### config.mk
export PLATFORM = sky130hd
export DESIGN_NAME = traffic_intersection_ctrl
export DESIGN_NICKNAME = d
export VERILOG_FILES = /design/src/rtl/tlc_pkg.sv /design/src/rtl/tlc_sec_tick.sv /design/src/rtl/traffic_intersection_ctrl.sv
export SDC_FILE = /design/constraint.sdc
export NUM_CORES = 1
export LEC_CHECK = 0
export ABC_CLOCK_PERIOD_IN_PS = 6800
export CORE_MARGIN = 8
export CORE_UTILIZATION = 41
export DETAILED_ROUTE_END_ITERATION = 7
export PLACE_DENSITY = 0.66
export REMOVE_ABC_BUFFERS = 1
export SYNTH_ARGS = -nofsm -noshare
export SYNTH_HDL_FRONTEND = slang
export SYNTH_SLANG_ARGS = --single-unit
### constraint.sdc
create_clock -name clk -period 6.8 [get_ports clk]
set_input_delay 1.36 -clock clk [delete_from_list [all_inputs] [get_ports clk]]
set_output_delay 1.36 -clock clk [all_outputs]
set_load 0.1 [all_outputs]
### src/rtl/tlc_pkg.sv
// Shared definitions for the two-direction intersection controller:
// state encodings, 7-segment digit patterns and small helpers.
package tlc_pkg;

  typedef enum logic [2:0] {
    ST_ALL_RED_B2A = 3'd0,
    ST_A_GREEN     = 3'd1,
    ST_A_YELLOW    = 3'd2,
    ST_ALL_RED_A2B = 3'd3,
    ST_B_GREEN     = 3'd4,
    ST_B_YELLOW    = 3'd5,
    ST_NIGHT       = 3'd6
  } tlc_state_e;

  localparam logic [6:0] SEG_BLANK = 7'h00;

  // Active-high segments, bit0 = a ... bit6 = g.
  function automatic logic [6:0] seg_digit(input logic [3:0] d);
    case (d)
      4'd0:    seg_digit = 7'h3F;
      4'd1:    seg_digit = 7'h06;
      4'd2:    seg_digit = 7'h5B;
      4'd3:    seg_digit = 7'h4F;
      4'd4:    seg_digit = 7'h66;
      4'd5:    seg_digit = 7'h6D;
      4'd6:    seg_digit = 7'h7D;
      4'd7:    seg_digit = 7'h07;
      4'd8:    seg_digit = 7'h7F;
      4'd9:    seg_digit = 7'h6F;
      default: seg_digit = SEG_BLANK;
    endcase
  endfunction

  function automatic int max3(input int a, input int b, input int c);
    int m;
    m = (a > b) ? a : b;
    max3 = (m > c) ? m : c;
  endfunction

endpackage

### src/rtl/tlc_sec_tick.sv
// One-second prescaler: counts 0..pSECOND_CNT_VAL while enabled and
// raises tick_o in the cycle the count sits at its terminal value.
module tlc_sec_tick #(
  parameter int pSECOND_CNT_VAL = 99
) (
  input  logic clk,
  input  logic rst,
  input  logic en_i,
  output logic tick_o
);

  localparam int CW = $clog2(pSECOND_CNT_VAL + 1);
  localparam logic [CW-1:0] TERM = CW'(pSECOND_CNT_VAL);

  logic [CW-1:0] cnt_q, cnt_d;

  always_comb begin
    cnt_d = cnt_q;
    if (en_i) begin
      cnt_d = (cnt_q == TERM) ? '0 : cnt_q + 1'b1;
    end
  end

  always_ff @(posedge clk or posedge rst) begin
    if (rst) begin
      cnt_q <= '0;
    end else begin
      cnt_q <= cnt_d;
    end
  end

  assign tick_o = en_i && (cnt_q == TERM);

endmodule

### src/rtl/traffic_intersection_ctrl.sv
// Two-direction intersection controller with countdown display and night
// flashing-yellow mode. Define TLC_PED_REQ_EN to add pedestrian green shortening.
module traffic_intersection_ctrl
  import tlc_pkg::*;
#(
  parameter int pSECOND_CNT_VAL     = 99,
  parameter int pTIME_GREEN_LIGHT   = 15,
  parameter int pTIME_YELLOW_LIGHT  = 3,
  parameter int pTIME_ALL_RED       = 2,
  parameter int pTIME_PED_MIN_GREEN = 5
) (
  input  logic       clk,
  input  logic       rst,
  input  logic       en,
  input  logic       night_mode,
`ifdef TLC_PED_REQ_EN
  input  logic       ped_req,
  output logic       ped_ack,
`endif
  output logic       a_green,
  output logic       a_yellow,
  output logic       a_red,
  output logic       b_green,
  output logic       b_yellow,
  output logic       b_red,
  output logic [6:0] seg_tens,
  output logic [6:0] seg_ones,
  output logic [2:0] phase
);

  localparam int MAX_T   = max3(pTIME_GREEN_LIGHT, pTIME_YELLOW_LIGHT, pTIME_ALL_RED);
  localparam int CLOG_T  = $clog2(MAX_T + 1);
  // At least 4 bits so the divide-by-ten constant is representable.
  localparam int REM_W   = (CLOG_T < 4) ? 4 : CLOG_T;

  localparam logic [REM_W-1:0] T_GREEN   = REM_W'(pTIME_GREEN_LIGHT);
  localparam logic [REM_W-1:0] T_YELLOW  = REM_W'(pTIME_YELLOW_LIGHT);
  localparam logic [REM_W-1:0] T_ALL_RED = REM_W'(pTIME_ALL_RED);
  localparam logic [REM_W-1:0] T_PED_MIN = REM_W'(pTIME_PED_MIN_GREEN);
  localparam logic [REM_W-1:0] ONE       = REM_W'(1);
  localparam logic [REM_W-1:0] TEN       = REM_W'(10);

  tlc_state_e       state_q, state_d;
  logic [REM_W-1:0] rem_q, rem_d;
  logic             flash_q, flash_d;
  logic             night_pend_q, night_pend_d;
  logic             night_req;
  logic             ped_pend;
  logic             is_green;
  logic             shorten_ok;
  logic             tick;
  logic [3:0]       tens_dig, ones_dig;

  tlc_sec_tick #(
    .pSECOND_CNT_VAL(pSECOND_CNT_VAL)
  ) u_sec_tick (
    .clk   (clk),
    .rst   (rst),
    .en_i  (en),
    .tick_o(tick)
  );

  function automatic logic [REM_W-1:0] dur_of(input tlc_state_e s);
    case (s)
      ST_A_GREEN, ST_B_GREEN:   dur_of = T_GREEN;
      ST_A_YELLOW, ST_B_YELLOW: dur_of = T_YELLOW;
      default:                  dur_of = T_ALL_RED;
    endcase
  endfunction

  assign night_req  = night_pend_q | night_mode;
  assign is_green   = (state_q == ST_A_GREEN) || (state_q == ST_B_GREEN);
  assign shorten_ok = is_green && ped_pend && (rem_q > T_PED_MIN);

  // Next-state: phases advance only on ticks; night is entered only from an
  // expiring all-red so a direction is never cut off mid-green.
  always_comb begin
    state_d      = state_q;
    rem_d        = rem_q;
    flash_d      = flash_q;
    night_pend_d = (state_q == ST_NIGHT) ? 1'b0 : night_req;
    if (tick) begin
      if (state_q == ST_NIGHT) begin
        if (!night_mode) begin
          state_d = ST_ALL_RED_B2A;
          rem_d   = T_ALL_RED;
        end else begin
          flash_d = ~flash_q;
        end
      end else if (shorten_ok) begin
        rem_d = T_PED_MIN;
      end else if (rem_q != ONE) begin
        rem_d = rem_q - ONE;
      end else begin
        case (state_q)
          ST_ALL_RED_B2A: state_d = night_req ? ST_NIGHT : ST_A_GREEN;
          ST_A_GREEN:     state_d = ST_A_YELLOW;
          ST_A_YELLOW:    state_d = ST_ALL_RED_A2B;
          ST_ALL_RED_A2B: state_d = night_req ? ST_NIGHT : ST_B_GREEN;
          ST_B_GREEN:     state_d = ST_B_YELLOW;
          ST_B_YELLOW:    state_d = ST_ALL_RED_B2A;
          default:        state_d = ST_ALL_RED_B2A;
        endcase
        rem_d = dur_of(state_d);
        if (state_d == ST_NIGHT) begin
          flash_d      = 1'b1;
          night_pend_d = 1'b0;
        end
      end
    end
  end

  always_ff @(posedge clk or posedge rst) begin
    if (rst) begin
      state_q      <= ST_ALL_RED_B2A;
      rem_q        <= T_ALL_RED;
      flash_q      <= 1'b0;
      night_pend_q <= 1'b0;
    end else begin
      state_q      <= state_d;
      rem_q        <= rem_d;
      flash_q      <= flash_d;
      night_pend_q <= night_pend_d;
    end
  end

`ifdef TLC_PED_REQ_EN
  logic ped_pend_q, ped_pend_d;
  logic enter_clear;

  // Pending request is dropped whenever the intersection clears to all-red or night.
  assign enter_clear = (state_d != state_q) &&
                       ((state_d == ST_ALL_RED_B2A) || (state_d == ST_ALL_RED_A2B) ||
                        (state_d == ST_NIGHT));

  always_comb begin
    ped_pend_d = ped_pend_q | ped_req;
    if (enter_clear) begin
      ped_pend_d = 1'b0;
    end
  end

  always_ff @(posedge clk or posedge rst) begin
    if (rst) begin
      ped_pend_q <= 1'b0;
    end else begin
      ped_pend_q <= ped_pend_d;
    end
  end

  assign ped_pend = ped_pend_q;
  assign ped_ack  = tick && shorten_ok;
`else
  assign ped_pend = 1'b0;
`endif

  assign tens_dig = 4'(rem_q / TEN);
  assign ones_dig = 4'(rem_q % TEN);
  assign phase    = state_q;

  always_comb begin
    a_green  = 1'b0;
    a_yellow = 1'b0;
    a_red    = 1'b0;
    b_green  = 1'b0;
    b_yellow = 1'b0;
    b_red    = 1'b0;
    seg_tens = seg_digit(tens_dig);
    seg_ones = seg_digit(ones_dig);
    case (state_q)
      ST_A_GREEN:  begin a_green  = 1'b1; b_red    = 1'b1; end
      ST_A_YELLOW: begin a_yellow = 1'b1; b_red    = 1'b1; end
      ST_B_GREEN:  begin a_red    = 1'b1; b_green  = 1'b1; end
      ST_B_YELLOW: begin a_red    = 1'b1; b_yellow = 1'b1; end
      ST_NIGHT: begin
        a_yellow = flash_q;
        b_yellow = flash_q;
        seg_tens = SEG_BLANK;
        seg_ones = SEG_BLANK;
      end
      default: begin a_red = 1'b1; b_red = 1'b1; end
    endcase
  end

endmodule
* Word-level counts from Yosys, hierarchy flattened *
Memories as Yosys holds them, arrays and structs flattened.
Cells that the tools add are included.

storage, ports and cells
  register bits = 16
  memories kept = 2
  bits in read-only memories = 224
  output and inout port bits = 23
  input port bits = 4

memory list
  name             depth  width  rd ports  clocked after memory_dff  wr ports  line           RTL
  (no name shown)  16     7      1         0                         0         tlc_pkg.sv:19  case (d)
  (no name shown)  16     7      1         0                         0         tlc_pkg.sv:19

cells by class
  multiplexer cells = 31
  bitwise operators = 2
  $add $sub $neg = 2
  eq/ne operators = 16
  reductions and logical operators = 10
  div/mod/pow operators = 2

operator list
  cell                 count
  $mux 3               7
  $mux 7               3
  $eq 3x3->1 const B   6
  $pmux 3 s5           1
  $mux 1               13
  $mux 4               3
  $eq 3x2->1 const B   3
  $pmux 4 s2           1
  $add 7x1->7 const B  1
  $eq 7x7->1 const B   1
  $eq 3x1->1 const B   2
  $ne 2x2->1 const B   3
  $reduce_or 3->1      2
  $div 4x4->4 const B  1
  $mod 4x4->4 const B  1
  $ne 4x1->1 const B   1
  $pmux 1 s2           2
  $reduce_and 4->1     1
  $reduce_or 2->1      2
  $sub 4x1->4 const B  1
  $logic_not 3->1      1
  $reduce_and 3->1     1
  $mux 2               1
  $reduce_and 2->1     1
  4 further kinds      4

* Logic depth before layout (Yosys ltp) *
Gate-level depths: netlist (run 1).

  depth after elaboration = 11
  depth in mapped cells = 8
  depth with buffers taken out = 8

* Hierarchy *
From an unflattened synthesis (run 1), not the netlist that was laid out.

second synthesis, totals
  cell total of the unflattened synthesis = 162
  area total of the unflattened synthesis = 1,390.1 µm²

modules (own cells, without submodules)
  module                     times used  cells an instance  area each (µm²)
  traffic_intersection_ctrl  1           126                1,002.2
  tlc_sec_tick               1           36                 387.9

* Least setup slack after synthesis (run 1) *
OpenSTA, ideal clock, no wires.

  kind = register to output
  start point = register rem_q[0]
  end point = output seg_ones[3]
  cell stages (with the launch flop) = 9
  path slack = 1,476 ps
  buffers on the path = 0
  arrival = 3,964 ps
  cell sequence = dfrtp_1 inv_1 ha_1 o21bai_1 mux2_2 inv_1 ha_1 mux2_2 a211oi_1

between the ends
  cells in the longest elaborated chain, start to end = 3

ends and longest elaborated chain
  element                 line                              RTL
  from (decl)             traffic_intersection_ctrl.sv:44   logic [REM_W-1:0] rem_q, rem_d;
  from (signal assigned)  traffic_intersection_ctrl.sv:121  rem_q <= rem_d;
  $mod 4x4->4             traffic_intersection_ctrl.sv:158  assign ones_dig = 4'(rem_q % TEN);
  $mem_v2 16x7            n/a
  $mux 7                  traffic_intersection_ctrl.sv:170  case (state_q)
  to (decl)               traffic_intersection_ctrl.sv:27   output logic [6:0] seg_ones,

Every way passes these cells.

* Worst setup path in the final report (run 1) *
Ends and elaborated chain as after synthesis.

==> impl_metrics.toml, run 1 <==
[outcome]
status = "finished, final reports clean"

[yosys]
async_reset_ff_share_pct = 100
ys.flop_type = "dfrtp_1"
seq_area_frac_synth_pct = 28.7
synth_edf_count = 0
synth_cell_types = 50
synth_top_area_share_pct = 26.9
ys_ff_latch = 16
syn_avg_cell_area_um2 = 8.57
synth_area_leader_cell = "dfrtp_1"
syn_area_um2 = 1400
ys_warn_count = 0
synth_cells = 163
synth.area.top_cells = "dfrtp_1 27%, ha_1 9.8%, nand2_1 3.8%"

[place]
io_buffer_count = 25
dp_hpwl_um = 2390
dp.cells = 221
gp_congestion = 0.775
dpl_cell_area_um2 = 1620

[cts]
insertion_delay_ns = 0.30
cts_made_buffers = 3
htreeDepth = 1
path_clk_slew_ns = 0.10
clockRootBuffer = "clkbuf_4"
cts_resized = 0
holdBufCountCts = 0
postCtsSetupRepairBufs = 0
tritoncts = "done"
clock-sinks = 16
clock_path_buffers = 2

[floorplanning]
rows = 21
die_w_um = 74.4
io_pins = 27
start_util_pct = 42.2
die_y_um = 74.4
dieArea_um2 = 5530
core_um2 = 3310

[routing]
wl_per_cell_um = 14.2
drt_iter0_drc = 44
num_vias = 1234
drc = 0
ant_nets = 0
wl_um = 3200
avgViaCountPerCell = 5.48
drtPass1Iterations = 6

[timing]
setup_tns_ns = 0
slew_viol_final = 0
setup_violations = 0
finClkSkew_ns = 0.00416
post-route-min-period_ns = 5.01
fmaxAchievable_mhz = 199
rsz0062_at_grt = "no"
hold_viol_final = 0
worst_pin_slew_ns = 0.992
max_slew_margin_pct = 33.6
fin_crit_sh_pct = 73.7

[global_route]
grt_usage_pct = 12.2
grt_overflow_total = 0
grt_pass1_vias = 1235
antenna_found_initial = 0
grt_pass1_wl_um = 5600
grt_start_max_net_pins = 17

[critical_path]
cp.required_ns = 5.44
start_kind = "flip-flop"
path_class = "flip-flop to output port"
crit_arrival_ns = 3.65
crit_fanout = 7
r2r_setup_slack_ns = 4.68
end_kind = "output port"

[cells_and_area]
final_layout_size_suffix_gt1_share_pct = 8.94
final_cell_mix = "25 x clkdlybuf4s50_1, 15 x dfrtp_1, 14 x nand2_1"
final_common_cell = "clkdlybuf4s50_1"
final_cell_area_um2 = 1660
final_cells = 225
nets = 195
area_delta_synth_final_pct = 18.6
num_antenna_cells = 0

[hold_path]
min_path_type = "flip-flop to flip-flop"

[pwr]
pwr_density_cell_nw_per_um2 = 157
vdd_drop_max_uv = 64.6
power_uw = 260
power.leakage_uw = 0.000719

[job]
drv_cap = 0
[cells in the mapped netlist (2+ instances only)]
master / count
o22ai_1: 3
ha_1: 11
and3_1: 4
a211oi_1: 4
or3_1: 2
buf_6: 2
nor3b_1: 2
clkbuf_1: 5
nand4_1: 2
o21a_1: 3
mux2i_1: 2
mux2_2: 4
buf_4: 5
a211o_1: 2
nand3_1: 2
o31ai_1: 3
o21ai_0: 3
nand2_1: 14
a31oi_1: 4
xnor2_1: 2
nor2_1: 12
inv_1: 10
or2_1: 2
a21oi_1: 9
dfrtp_1: 15
nor4_1: 2
mux2_4: 2
a221oi_1: 2
nor3_1: 9
[metrics by stage]
stage	setup slack, ns	hold WS, ns	utilization (%)
finish	1.79	0.514	50.1
global route	1.58	0.559	50.1
CTS	1.78	0.519	50.1
detailed placement	2.13	0.504	49.0
global placement	2.29	0.494	49.0
floorplan	-1.77	0.473	-
[routing by layer]
metal	track usage [%]	part of all wire (%)	vias to the layer above
met5	0	0	-
met4	3.48	0.97	0
met3	2.83	4.1	5
met2	21.2	51	25
met1	14.5	44	590
li1	-	-	614
[cell type report]
| class | count | area [um^2] |
|---|---|---|
| Clock buffer | 4 | 36.3 |
| Fill cell | 336 | 1650 |
| Inverter | 10 | 37.5 |
| Multi-Input combinational cell | 124 | 875 |
| Sequential cell | 16 | 402 |
| Tap cell | 46 | 57.6 |
| Timing Repair Buffer | 25 | 250 |
[where the power goes]
part	leakage (uW)	internal [uW]	switching, uW
Clock	0.0000210	32.7	34.1
Combinational	0.000499	25.4	33.3
Sequential	0.000199	113	20.6
Total	0.000719	171	88.1
[worst max-delay path, stage by stage, from the launching register on]
cell	delay (ns)
dfrtp_1	0.48
inv_1	0.19
ha_1	0.24
o21bai_1	0.07
mux2_2	0.32
inv_1	0.09
ha_1	0.24
mux2_2	0.26
a211oi_1	0.26
clkdlybuf4s50_1	1.19
[registers in the layout, summed over array words and instances (netlist names)]
signal,flops
phase,3
u_sec_tick.cnt_q,7
flash_q,1
rem_q,4
night_pend_q,1
[kinds of logic after synthesis]
logic type	Yosys count	share of synthesized area, %
simple gates	61	24.4
compound gates	40	19.4
buf+inv	23	8.68
flops	16	28.7
fa+ha+maj	11	9.85
mux	8	6.80
xor+xnor	3	1.88
other cells	1	0.268
[worst paths after layout]
| path | endpoint | depth (start not counted) | startpoint |
|---|---|---|---|
| max | seg_ones[3] | 9 | rem_q[0] |
| min | flash_q | 1 | flash_q |
| max reg2reg | phase[0] | 4 | phase[1] |
| min reg2reg | flash_q | 1 | flash_q |
| max in group asynchronous | rem_q[2] | 2 | rst |
| min in group asynchronous | flash_q | 2 | rst |
No activity file was read; power rests on OpenSTA's default activity.
==> run 2: changes to the inputs <==
Settings changed: ABC_CLOCK_PERIOD_IN_PS 6800 to 4450, PLACE_DENSITY 0.66 to 0.68.
Clock period 6.8 ns to 4.45 ns, I/O delays scaled along.
==> impl_metrics.toml, run 2 (synthesis results as in run 1) <==
[outcome]
status = "finished, final reports clean"

[critical_path]
rr_worst_depth = 6
path_class = "flip-flop to output port"
cp.required_ns = 3.56
start_kind = "flip-flop"
crit_slowest_cell = "dfrtp_1"
end_kind = "output port"
crit_arrival_ns = 2.82
worstPathCellList = "inv_1 > ha_1 > o21bai_1 > mux2_2 > inv_1 > ha_1 > mux2_2 > a211oi_1 > buf_4"
slowest_delay_ns = 0.53
crit_fanout = 7

[cts]
cts_resized = 0
cts_made_buffers = 3
clock-sinks = 16
clock_path_buffers = 2
path_clk_slew_ns = 0.10
postCtsSetupRepairBufs = 0
insertion_delay_ns = 0.29
htreeDepth = 1
clockRootBuffer = "clkbuf_4"
tritoncts = "done"
holdBufCountCts = 0

[global_route]
grt_start_max_net_pins = 17
grt_overflow_total = 0
antenna_found_initial = 0
grt_usage_pct = 11.5
grt_pass1_wl_um = 5120
grt_pass1_vias = 1187

[timing]
fin_crit_sh_pct = 83.3
rsz0062_at_grt = "no"
worst_pin_slew_ns = 0.985
finClkSkew_ns = 0.00356
hold_viol_final = 0
post-route-min-period_ns = 3.71
max_slew_margin_pct = 34.1
layout_setup_ws_ns = 0.744
fmaxAchievable_mhz = 270
setup_tns_ns = 0
setup_violations = 0
slew_viol_final = 0

[place]
dp.cells = 221
io_buffer_count = 25
gp_congestion = 0.798
dp_hpwl_um = 2410
dpl_cell_area_um2 = 1590
dp_slack_ns = 1.07

[cells_and_area]
area_delta_synth_final_pct = 16.7
final_cell_area_um2 = 1630
top_register = "u_sec_tick.cnt_q"
multi_input_area_um2 = 875
nets = 195
final_cell_mix = "15 x dfrtp_1, 14 x nand2_1, 14 x clkdlybuf4s50_1"
final_layout_size_suffix_gt1_share_pct = 15.1
seqCellArea_um2 = 402
filler_cell_count = 334
num_antenna_cells = 0
final_cells = 225
final_common_cell = "dfrtp_1"
largest_reg_flops = 7

[pwr]
power_uw = 392
power.leakage_uw = 0.000721
vdd_drop_max_uv = 108
pwr_density_cell_nw_per_um2 = 240

[routing]
ant_nets = 0
wl_per_cell_um = 14.0
wl_um = 3160
num_vias = 1244
drc = 0
drt_iter0_drc = 32
drtPass1Iterations = 4
avgViaCountPerCell = 5.53

[floorplanning]
core_um2 = 3310
start_util_pct = 42.2
dieArea_um2 = 5530
rows = 21
io_pins = 27
die_y_um = 74.4
die_w_um = 74.4

[hold_path]
whs_path_depth = 1
min_path_type = "flip-flop to flip-flop"

[job]
drv_cap = 0
==> run 2: changes by cell type in the layout (fill, tap and decap cells not counted), sizes merged <==
cell	change
buf	+11
clkdlybuf4s50	-11
==> run 2: worst paths after layout <==
kind                                from                  end  slack [ns]
worst max-delay path            rem_q[0]          seg_ones[3]        0.74
worst min-delay path             flash_q              flash_q        0.51
worst max register to register  rem_q[1]             phase[0]        2.34
max in group asynchronous            rst  u_sec_tick.cnt_q[5]        3.09
worst min register to register   flash_q              flash_q        0.51
min in group asynchronous            rst  u_sec_tick.cnt_q[3]        0.97
==> run 2: routing by layer <==
metal  wire length (um)  share of wire (%)  vias up  track usage, %
met5                  0                  0        -               0
met4                 55                1.7        0            5.65
met3                 85                2.7        4            2.02
met2               1650                 52       22            20.5
met1               1370                 43      607            12.8
li1                   -                  -      611               -
==> run 2: where the power goes <==
part / switching (uW) / leakage (uW) / internal (uW)
sequential: 31.6 / 0.000199 / 173
clock: 48.4 / 0.0000210 / 49.8
combinational: 50.1 / 0.000501 / 38.7
total: 130 / 0.000721 / 262
==> run 2: layout make-up <==
class	count	share of cell area, %
Clock buffer	4	2.23
Sequential cell	16	24.6
Timing Repair Buffer	25	13.7
Inverter	10	2.30
Multi-Input combinational cell	124	53.6
Tap cell	46	3.53
==> run 2: worst max-delay path: cells and delay by family, from the launching register on <==
| kind | cells | cell delay (ns) |
|---|---|---|
| compound gates | 2 | 0.38 |
| flops | 1 | 0.53 |
| fa+ha+maj | 2 | 0.54 |
| mux | 2 | 0.49 |
| buf+inv | 3 | 0.58 |
==> run 2: stage by stage <==
stage          hold slack (ns)  utilization [%]
2_1_floorplan            0.473                -
3_3_place_gp             0.491             48.1
3_5_place_dp             0.503             48.1
4_1_cts                  0.519             49.2
5_1_grt                  0.541             49.2
6_report                 0.514             49.2
